===== config.mk =====
export PLATFORM = sky130hd
export DESIGN_NAME = execute_stage_flat
export DESIGN_NICKNAME = d
export VERILOG_FILES = /design/src/rtl/execute_stage_if.sv /design/src/rtl/execute_stage.sv /design/src/flat_wrapper.sv
export SDC_FILE = /design/constraint.sdc
export NUM_CORES = 1
export LEC_CHECK = 0
export ABC_AREA = 1
export CORE_AREA = 2 2 359 219
export CTS_BUF_LIST = sky130_fd_sc_hd__clkbuf_2
export DETAILED_ROUTE_END_ITERATION = 10
export DIE_AREA = 0 0 361 221
export GPL_ROUTABILITY_DRIVEN = 0
export SETUP_SLACK_MARGIN = 0.1
export SLEW_MARGIN = 5
export SYNTH_ARGS = -nofsm -noshare
export SYNTH_HDL_FRONTEND = slang
export SYNTH_SLANG_ARGS = --single-unit

===== constraint.sdc =====
create_clock -name clk_i -period 7.7 [get_ports clk_i]
set_input_delay 1.54 -clock clk_i [delete_from_list [all_inputs] [get_ports clk_i]]
set_output_delay 1.54 -clock clk_i [all_outputs]
set_load 0.05 [all_outputs]

===== src/rtl/execute_stage_if.sv =====
// Execute-stage bus: E-register operands in, E/M register and forwarding out.
interface execute_stage_if;
  // E register contents
  logic [2:0]  E_stat_i;
  logic [3:0]  E_icode_i;
  logic [3:0]  E_ifun_i;
  logic [63:0] E_valC_i;
  logic [63:0] E_valA_i;
  logic [63:0] E_valB_i;
  logic [63:0] E_valP_i;
  logic [3:0]  E_dstE_i;
  logic [3:0]  E_dstM_i;
  // Downstream status used to suppress CC writes
  logic [2:0]  m_stat_i;
  logic [2:0]  W_stat_i;
  // Combinational forwarding to decode
  logic [63:0] e_valE_o;
  logic [3:0]  e_dstE_o;
  // E/M register
  logic [2:0]  M_stat_o;
  logic [3:0]  M_icode_o;
  logic        M_cnd_o;
  logic [63:0] M_valE_o;
  logic [63:0] M_valA_o;
  logic [63:0] M_valP_o;
  logic [3:0]  M_dstE_o;
  logic [3:0]  M_dstM_o;
  // Condition codes {ZF,SF,OF}
  logic [2:0]  cc_o;

  modport master (
    output E_stat_i, E_icode_i, E_ifun_i, E_valC_i, E_valA_i, E_valB_i,
           E_valP_i, E_dstE_i, E_dstM_i, m_stat_i, W_stat_i,
    input  e_valE_o, e_dstE_o, M_stat_o, M_icode_o, M_cnd_o, M_valE_o,
           M_valA_o, M_valP_o, M_dstE_o, M_dstM_o, cc_o
  );

  modport slave (
    input  E_stat_i, E_icode_i, E_ifun_i, E_valC_i, E_valA_i, E_valB_i,
           E_valP_i, E_dstE_i, E_dstM_i, m_stat_i, W_stat_i,
    output e_valE_o, e_dstE_o, M_stat_o, M_icode_o, M_cnd_o, M_valE_o,
           M_valA_o, M_valP_o, M_dstE_o, M_dstM_o, cc_o
  );
endinterface


===== src/rtl/execute_stage.sv =====
// Y86-64 execute stage: ALU, condition codes, jXX/cmovXX condition
// evaluation and the E/M pipeline register.
module execute_stage (
  input  logic clk_i,
  input  logic rst_i,
  input  logic stall_i,
  input  logic bubble_i,
  execute_stage_if.slave bus
);

  localparam logic [3:0] INOP    = 4'h1;
  localparam logic [3:0] IRRMOVQ = 4'h2;
  localparam logic [3:0] IIRMOVQ = 4'h3;
  localparam logic [3:0] IRMMOVQ = 4'h4;
  localparam logic [3:0] IMRMOVQ = 4'h5;
  localparam logic [3:0] IOPQ    = 4'h6;
  localparam logic [3:0] ICALL   = 4'h8;
  localparam logic [3:0] IRET    = 4'h9;
  localparam logic [3:0] IPUSHQ  = 4'hA;
  localparam logic [3:0] IPOPQ   = 4'hB;
  localparam logic [3:0] RNONE   = 4'hF;
  localparam logic [2:0] SAOK    = 3'd1;

  localparam logic [3:0] ALUADD  = 4'h0;
  localparam logic [3:0] ALUSUB  = 4'h1;
  localparam logic [3:0] ALUAND  = 4'h2;
  localparam logic [3:0] ALUXOR  = 4'h3;

  // ALU result; unsupported function codes yield zero
  function automatic logic signed [63:0] aluResult(
    input logic [3:0] fun,
    input logic signed [63:0] a,
    input logic signed [63:0] b
  );
    case (fun)
      ALUADD:  aluResult = b + a;
      ALUSUB:  aluResult = b - a;
      ALUAND:  aluResult = b & a;
      ALUXOR:  aluResult = b ^ a;
      default: aluResult = '0;
    endcase
  endfunction

  // Flags {ZF,SF,OF} produced by an ALU operation
  function automatic logic [2:0] aluFlags(
    input logic [3:0] fun,
    input logic signed [63:0] a,
    input logic signed [63:0] b,
    input logic signed [63:0] r
  );
    logic ovf;
    case (fun)
      ALUADD:  ovf = (a[63] == b[63]) && (r[63] != a[63]);
      ALUSUB:  ovf = (a[63] != b[63]) && (r[63] != b[63]);
      default: ovf = 1'b0;
    endcase
    aluFlags = {(r == '0), r[63], ovf};
  endfunction

  // jXX / cmovXX condition from {ZF,SF,OF}
  function automatic logic condEval(input logic [3:0] fun, input logic [2:0] flags);
    logic zf, sf, of;
    {zf, sf, of} = flags;
    case (fun)
      4'd0:    condEval = 1'b1;
      4'd1:    condEval = (sf ^ of) | zf;
      4'd2:    condEval = sf ^ of;
      4'd3:    condEval = zf;
      4'd4:    condEval = ~zf;
      4'd5:    condEval = ~(sf ^ of);
      4'd6:    condEval = ~(sf ^ of) & ~zf;
      default: condEval = 1'b0;
    endcase
  endfunction

  logic signed [63:0] aluA_p0;
  logic signed [63:0] aluB_p0;
  logic        [3:0]  aluFun_p0;
  logic signed [63:0] valE_p0;
  logic        [2:0]  newCc_p0;
  logic               setCc_p0;
  logic               cnd_p0;
  logic        [3:0]  dstE_p0;

  logic        [2:0]  cc_p1;
  logic        [2:0]  mStat_p1;
  logic        [3:0]  mIcode_p1;
  logic               mCnd_p1;
  logic        [63:0] mValE_p1;
  logic        [63:0] mValA_p1;
  logic        [63:0] mValP_p1;
  logic        [3:0]  mDstE_p1;
  logic        [3:0]  mDstM_p1;

  // ---- Stage p0: operand select, ALU, condition evaluation (combinational)

  // Operand A depends on instruction class; stack ops move by one quadword
  always_comb begin
    aluA_p0 = '0;
    case (bus.E_icode_i)
      IRRMOVQ, IOPQ:             aluA_p0 = $signed(bus.E_valA_i);
      IIRMOVQ, IRMMOVQ, IMRMOVQ: aluA_p0 = $signed(bus.E_valC_i);
      ICALL, IPUSHQ:             aluA_p0 = -64'sd8;
      IRET, IPOPQ:               aluA_p0 = 64'sd8;
      default:                   aluA_p0 = '0;
    endcase
  end

  // Operand B is the base register for memory, arithmetic and stack ops
  always_comb begin
    aluB_p0 = '0;
    case (bus.E_icode_i)
      IRMMOVQ, IMRMOVQ, IOPQ, ICALL, IPUSHQ, IRET, IPOPQ:
        aluB_p0 = $signed(bus.E_valB_i);
      default:
        aluB_p0 = '0;
    endcase
  end

  // ALU, flag generation, condition and effective destination
  always_comb begin
    aluFun_p0 = (bus.E_icode_i == IOPQ) ? bus.E_ifun_i : ALUADD;
    valE_p0   = aluResult(aluFun_p0, aluA_p0, aluB_p0);
    newCc_p0  = aluFlags(aluFun_p0, aluA_p0, aluB_p0, valE_p0);
    setCc_p0  = (bus.E_icode_i == IOPQ) && (bus.E_ifun_i <= ALUXOR) &&
                (bus.m_stat_i == SAOK) && (bus.W_stat_i == SAOK);
    // Uses the CC as it stands before this cycle's possible update
    cnd_p0    = condEval(bus.E_ifun_i, cc_p1);
    dstE_p0   = ((bus.E_icode_i == IRRMOVQ) && !cnd_p0) ? RNONE : bus.E_dstE_i;
  end

  // ---- Stage p1: condition-code register and E/M pipeline register

  // CC: reset to ZF=1; bubble does not block an update, stall does
  always_ff @(posedge clk_i) begin
    if (rst_i)
      cc_p1 <= 3'b100;
    else if (setCc_p0 && !stall_i)
      cc_p1 <= newCc_p0;
  end

  // E/M register: reset and bubble both insert a NOP; stall holds
  always_ff @(posedge clk_i) begin
    if (rst_i || bubble_i) begin
      mStat_p1  <= SAOK;
      mIcode_p1 <= INOP;
      mCnd_p1   <= 1'b0;
      mValE_p1  <= '0;
      mValA_p1  <= '0;
      mValP_p1  <= '0;
      mDstE_p1  <= RNONE;
      mDstM_p1  <= RNONE;
    end else if (!stall_i) begin
      mStat_p1  <= bus.E_stat_i;
      mIcode_p1 <= bus.E_icode_i;
      mCnd_p1   <= cnd_p0;
      mValE_p1  <= valE_p0;
      mValA_p1  <= bus.E_valA_i;
      mValP_p1  <= bus.E_valP_i;
      mDstE_p1  <= dstE_p0;
      mDstM_p1  <= bus.E_dstM_i;
    end
  end

  assign bus.e_valE_o  = valE_p0;
  assign bus.e_dstE_o  = dstE_p0;
  assign bus.M_stat_o  = mStat_p1;
  assign bus.M_icode_o = mIcode_p1;
  assign bus.M_cnd_o   = mCnd_p1;
  assign bus.M_valE_o  = mValE_p1;
  assign bus.M_valA_o  = mValA_p1;
  assign bus.M_valP_o  = mValP_p1;
  assign bus.M_dstE_o  = mDstE_p1;
  assign bus.M_dstM_o  = mDstM_p1;
  assign bus.cc_o      = cc_p1;

endmodule


===== src/flat_wrapper.sv =====
// flat-port wrapper written by rule: the top's interface ports become plain ports
module execute_stage_flat 
  (clk_i, rst_i, stall_i, bubble_i, bus_E_stat_i, bus_E_icode_i, bus_E_ifun_i, bus_E_valC_i, bus_E_valA_i, bus_E_valB_i, bus_E_valP_i, bus_E_dstE_i, bus_E_dstM_i, bus_m_stat_i, bus_W_stat_i, bus_e_valE_o, bus_e_dstE_o, bus_M_stat_o, bus_M_icode_o, bus_M_cnd_o, bus_M_valE_o, bus_M_valA_o, bus_M_valP_o, bus_M_dstE_o, bus_M_dstM_o, bus_cc_o);
  execute_stage_if bus_i ();
  input  logic clk_i;
  input  logic rst_i;
  input  logic stall_i;
  input  logic bubble_i;
  input wire logic [$bits(bus_i.E_stat_i)-1:0] bus_E_stat_i;
  input wire logic [$bits(bus_i.E_icode_i)-1:0] bus_E_icode_i;
  input wire logic [$bits(bus_i.E_ifun_i)-1:0] bus_E_ifun_i;
  input wire logic [$bits(bus_i.E_valC_i)-1:0] bus_E_valC_i;
  input wire logic [$bits(bus_i.E_valA_i)-1:0] bus_E_valA_i;
  input wire logic [$bits(bus_i.E_valB_i)-1:0] bus_E_valB_i;
  input wire logic [$bits(bus_i.E_valP_i)-1:0] bus_E_valP_i;
  input wire logic [$bits(bus_i.E_dstE_i)-1:0] bus_E_dstE_i;
  input wire logic [$bits(bus_i.E_dstM_i)-1:0] bus_E_dstM_i;
  input wire logic [$bits(bus_i.m_stat_i)-1:0] bus_m_stat_i;
  input wire logic [$bits(bus_i.W_stat_i)-1:0] bus_W_stat_i;
  output wire logic [$bits(bus_i.e_valE_o)-1:0] bus_e_valE_o;
  output wire logic [$bits(bus_i.e_dstE_o)-1:0] bus_e_dstE_o;
  output wire logic [$bits(bus_i.M_stat_o)-1:0] bus_M_stat_o;
  output wire logic [$bits(bus_i.M_icode_o)-1:0] bus_M_icode_o;
  output wire logic [$bits(bus_i.M_cnd_o)-1:0] bus_M_cnd_o;
  output wire logic [$bits(bus_i.M_valE_o)-1:0] bus_M_valE_o;
  output wire logic [$bits(bus_i.M_valA_o)-1:0] bus_M_valA_o;
  output wire logic [$bits(bus_i.M_valP_o)-1:0] bus_M_valP_o;
  output wire logic [$bits(bus_i.M_dstE_o)-1:0] bus_M_dstE_o;
  output wire logic [$bits(bus_i.M_dstM_o)-1:0] bus_M_dstM_o;
  output wire logic [$bits(bus_i.cc_o)-1:0] bus_cc_o;
  assign bus_i.E_stat_i = bus_E_stat_i;
  assign bus_i.E_icode_i = bus_E_icode_i;
  assign bus_i.E_ifun_i = bus_E_ifun_i;
  assign bus_i.E_valC_i = bus_E_valC_i;
  assign bus_i.E_valA_i = bus_E_valA_i;
  assign bus_i.E_valB_i = bus_E_valB_i;
  assign bus_i.E_valP_i = bus_E_valP_i;
  assign bus_i.E_dstE_i = bus_E_dstE_i;
  assign bus_i.E_dstM_i = bus_E_dstM_i;
  assign bus_i.m_stat_i = bus_m_stat_i;
  assign bus_i.W_stat_i = bus_W_stat_i;
  assign bus_e_valE_o = bus_i.e_valE_o;
  assign bus_e_dstE_o = bus_i.e_dstE_o;
  assign bus_M_stat_o = bus_i.M_stat_o;
  assign bus_M_icode_o = bus_i.M_icode_o;
  assign bus_M_cnd_o = bus_i.M_cnd_o;
  assign bus_M_valE_o = bus_i.M_valE_o;
  assign bus_M_valA_o = bus_i.M_valA_o;
  assign bus_M_valP_o = bus_i.M_valP_o;
  assign bus_M_dstE_o = bus_i.M_dstE_o;
  assign bus_M_dstM_o = bus_i.M_dstM_o;
  assign bus_cc_o = bus_i.cc_o;
  execute_stage u_core (.clk_i(clk_i), .rst_i(rst_i), .stall_i(stall_i), .bubble_i(bubble_i), .bus(bus_i));
endmodule

==> impl_results.md, run 1 <==
- Hold Buf Count CTS: 0
- Worst Skew: 42.0 ps
- Num Clock Sinks: 211
- Critical Path AT: 5970 ps
- CTS tree: built
- Net count after synthesis: 3718
- Area delta synth->final: 67.6%
- Vias: 25.5k
- # setup viols final: 0
- Setup tns final: 0 ps
- Gr usage total: 25.3%
- CTS Root Cell: clkbuf_2
- NumNets Final: 4750
- Flop pwr share: 24.6%
- Crit Path Max Fanout: 4
- Status: finished clean
- NetSw: 2.16 mW
- Synth top area cells: dfxtp_1 (22%), nand2_1 (21%), inv_1 (9.9%)
- Power Density: 148 nW/um^2
- Htree depth: 2
- CP delay by family, top: simple AND/OR/NAND/NOR gates
- Fin area: 31800 sq um
- Fin. Hold Viols: 0
- Syn avg cell area: 5.73 sq um
- GRT overflow: 0
- WL per Instance: 19.8 microns
- CP Depth: 31
- Height of the die: 221 microns
- Clock share of power: 19.1%
- Worst hold slack: 467 ps
- Sequential element share of the synthesized area: 22.3%
- Clock slew at reported path FFs: 100 ps
- Most frequent cells in the layout: nand2_1 (1042), buf_4 (509), clkdlybuf4s50_1 (494)
- Critical path required time: 6160 ps
- Post-synth EDFFs: 0
- Skew-Pair Late Insertion Delay: 1100 ps
- Core Util, Final: 41.4%
- Die Footprint: 79800 sq um
- TritonCTS Buffers: 57
- Starting DRT DRC Count: 2411
- DRC: 0
- Setup ws final: 188 ps
- FF-to-FF path depth: 8
- Post-synth top area share: 22.3%
- CP startpoint kind: input pin
- Top FF cell, synth: dfxtp_1
- Placed cell areas: 29700 sq um
- Top cell by count, worst path: nand2_2
- Post-Place Setup Slack: -708 ps
- Vias/cell: 4.73
- Initial antenna violation count: 11
- Internal Power: 2.55 mW
- Syn Std Cell Area: 18900 sq um
- I/O Pins: 564
- Worst Path Buf+Inv: 10
- #FFs+latches synth: 211
- Switching fraction of total power: 45.8%
- Async SR Flop Fraction: 0%
- Unrepaired setup endpoints after global routing: yes
- Post-synth top area cell: dfxtp_1
- Ys Warns: 0
- CP max-delay cell: clkdlybuf4s50_1
- Crit path largest cell delay: 410 ps
- Netlist cell types: 54
- Drt total wl: 107000 microns
- Period utilization: 97.6%
- Row count: 79
- Critical path endpoint category: output pin
- Gate power share: 56.3%
- First-pass GRT wire length: 151000 microns
- Starting density of the core: 24.7%
- Minimum clock period: 7510 ps
- Final Max Tran Viols: 0
- Layout cell share with drive strength beyond 1: 22.1%
- Most common cell after layout, fill and taps aside: nand2_1
- HPWL after DPL: 87400 microns
- Clock Tree Buf Depth: 3
- Worst slew margin: 35.4%
- Mapped Cells: 3307
- Largest net degree at the start of global routing: 139
- I/O Buffers: 563
- Drt first pass iters: 6
- Core area: 76600 sq um
- F_max: 133 MHz
- Vias in the first global route: 23.0k
- Hold/Removal Path Class: reg2reg
- # Max-Cap Violations: 0
- Chip width: 361 microns
- Worst slew pin tran: 968 ps
- Post-route ant nets: 0
- Leak pwr: 16.3 nW
- Max VDD drop: 0.136 mV
- Depth of the worst hold-timing path: 2
- Setup Crit Path Kind: in2out
-- stage by stage --
stage | cells | power, mW
CTS | 5364 | 4.63
detailed placement | 5257 | 3.67
global route | 5391 | 4.95
finish | 5393 | 4.71
global placement | 5257 | 3.66
floorplan | 3307 | 2.36
-- power by group through the flow --
stage          Combinational (mW)  Sequential [mW]  Clock, mW
2_1_floorplan                1.03             1.33          0
3_3_place_gp                 2.48             1.18          0
3_5_place_dp                 2.49             1.18          0
4_1_cts                      2.53             1.16      0.946
5_1_grt                      2.79             1.16      0.994
6_report                     2.65             1.16      0.899
-- cell usage after synthesis, types with 11 or more instances --
| master | instances |
|---|---|
| nand3b_1 | 15 |
| clkbuf_1 | 84 |
| nand3_1 | 195 |
| buf_2 | 11 |
| inv_2 | 15 |
| or2_2 | 15 |
| nor2_1 | 407 |
| ha_1 | 125 |
| o211ai_1 | 26 |
| xor2_1 | 48 |
| dfxtp_1 | 211 |
| xnor2_1 | 17 |
| o21ai_0 | 90 |
| buf_1 | 13 |
| o21bai_1 | 19 |
| nand4_1 | 43 |
| nor3_1 | 18 |
| a22o_1 | 39 |
| nand2_1 | 1083 |
| a21oi_1 | 232 |
| inv_1 | 500 |
-- sequential cells by signal, indices dropped and copies added, names as in the netlist --
name,flops
u_core.bus.M_valA_o,64
u_core.bus.M_valE_o,64
u_core.bus.M_valP_o,64
u_core.bus.M_dstE_o,4
u_core.bus.M_dstM_o,4
u_core.bus.M_icode_o,4
u_core.bus.M_stat_o,3
u_core.bus.cc_o,3
u_core.bus.M_cnd_o,1
-- path summary, 6_finish.rpt --
kind,from,to,slack (ps)
worst min register to register,u_core.bus.M_valP_o[62]$_SDFFE_PP0N_,u_core.bus.M_valP_o[62]$_SDFFE_PP0N_,470
worst max-delay path,bus_E_valA_i[0],bus_e_valE_o[63],190
worst max register to register,u_core.bus.cc_o[0]$_SDFFE_PP0P_,u_core.bus.M_dstE_o[3]$_SDFFE_PP1N_,5550
worst min-delay path,u_core.bus.M_valP_o[62]$_SDFFE_PP0N_,u_core.bus.M_valP_o[62]$_SDFFE_PP0N_,470
-- cell type report --
class	instances	area, sq um
Fill cell	8053	44900
Sequential cell	211	4220
Timing Repair Buffer	1086	10300
Clock buffer	74	370
Multi-Input combinational cell	2463	13500
Clock inverter	21	160
Tap cell	1012	1270
Inverter	519	1980
Antenna cell	6	15.0
Timing Repair inverter	1	6.26
-- layer usage --
| metal | track usage [%] | part of all wire, % | routed length [microns] | up-vias |
|---|---|---|---|---|
| li1 | - | - | - | 12500 |
| met1 | 35.3 | 45 | 48100 | 11700 |
| met2 | 35.2 | 40 | 42700 | 1211 |
| met3 | 11.1 | 13 | 13600 | 127 |
| met4 | 5.10 | 1.8 | 1950 | 12 |
| met5 | 3.27 | 0.39 | 421 | - |
-- worst register-to-register path, stage by stage, from the launching register on --
cell and delay [ps]:
dfxtp_1 350, xnor2_1 230, o21ai_0 110, a211o_1 380, nand3_1 340, inv_1 170, or2_2 320, nand2_1 60
nand3_1 70
-- cells by family after synthesis --
logic type                 share of synthesized area (%)
buffers and inverters                               13.0
and+or+nand+nor                                     39.6
xor gates and xnor gates                            3.00
DFF                                                 22.3
adders and majority gates                           8.36
AOI/OAI and AO/OA                                   13.8
-- repair_timing --
| action | CTS | global route |
|---|---|---|
| buffers inserted | 10 | 21 |
| pin swaps | 27 | 66 |
| resized for setup | 96 | 208 |
| setup endpoints to repair | 43 | 42 |
| gates cloned | 2 | 2 |
(Power assumes the default switching activity.)
==> inputs of run 2 (changes only) <==
--- a/config.mk
+++ b/config.mk
@@ -12,6 +12,7 @@
 export DIE_AREA = 0 0 361 221
 export GPL_ROUTABILITY_DRIVEN = 0
 export SETUP_SLACK_MARGIN = 0.1
+export SKIP_LAST_GASP = 1
 export SLEW_MARGIN = 5
 export SYNTH_ARGS = -nofsm -noshare
 export SYNTH_HDL_FRONTEND = slang
==> results of run 2 <==
No change in the layout: final DEF, timing and power equal those of run 1.
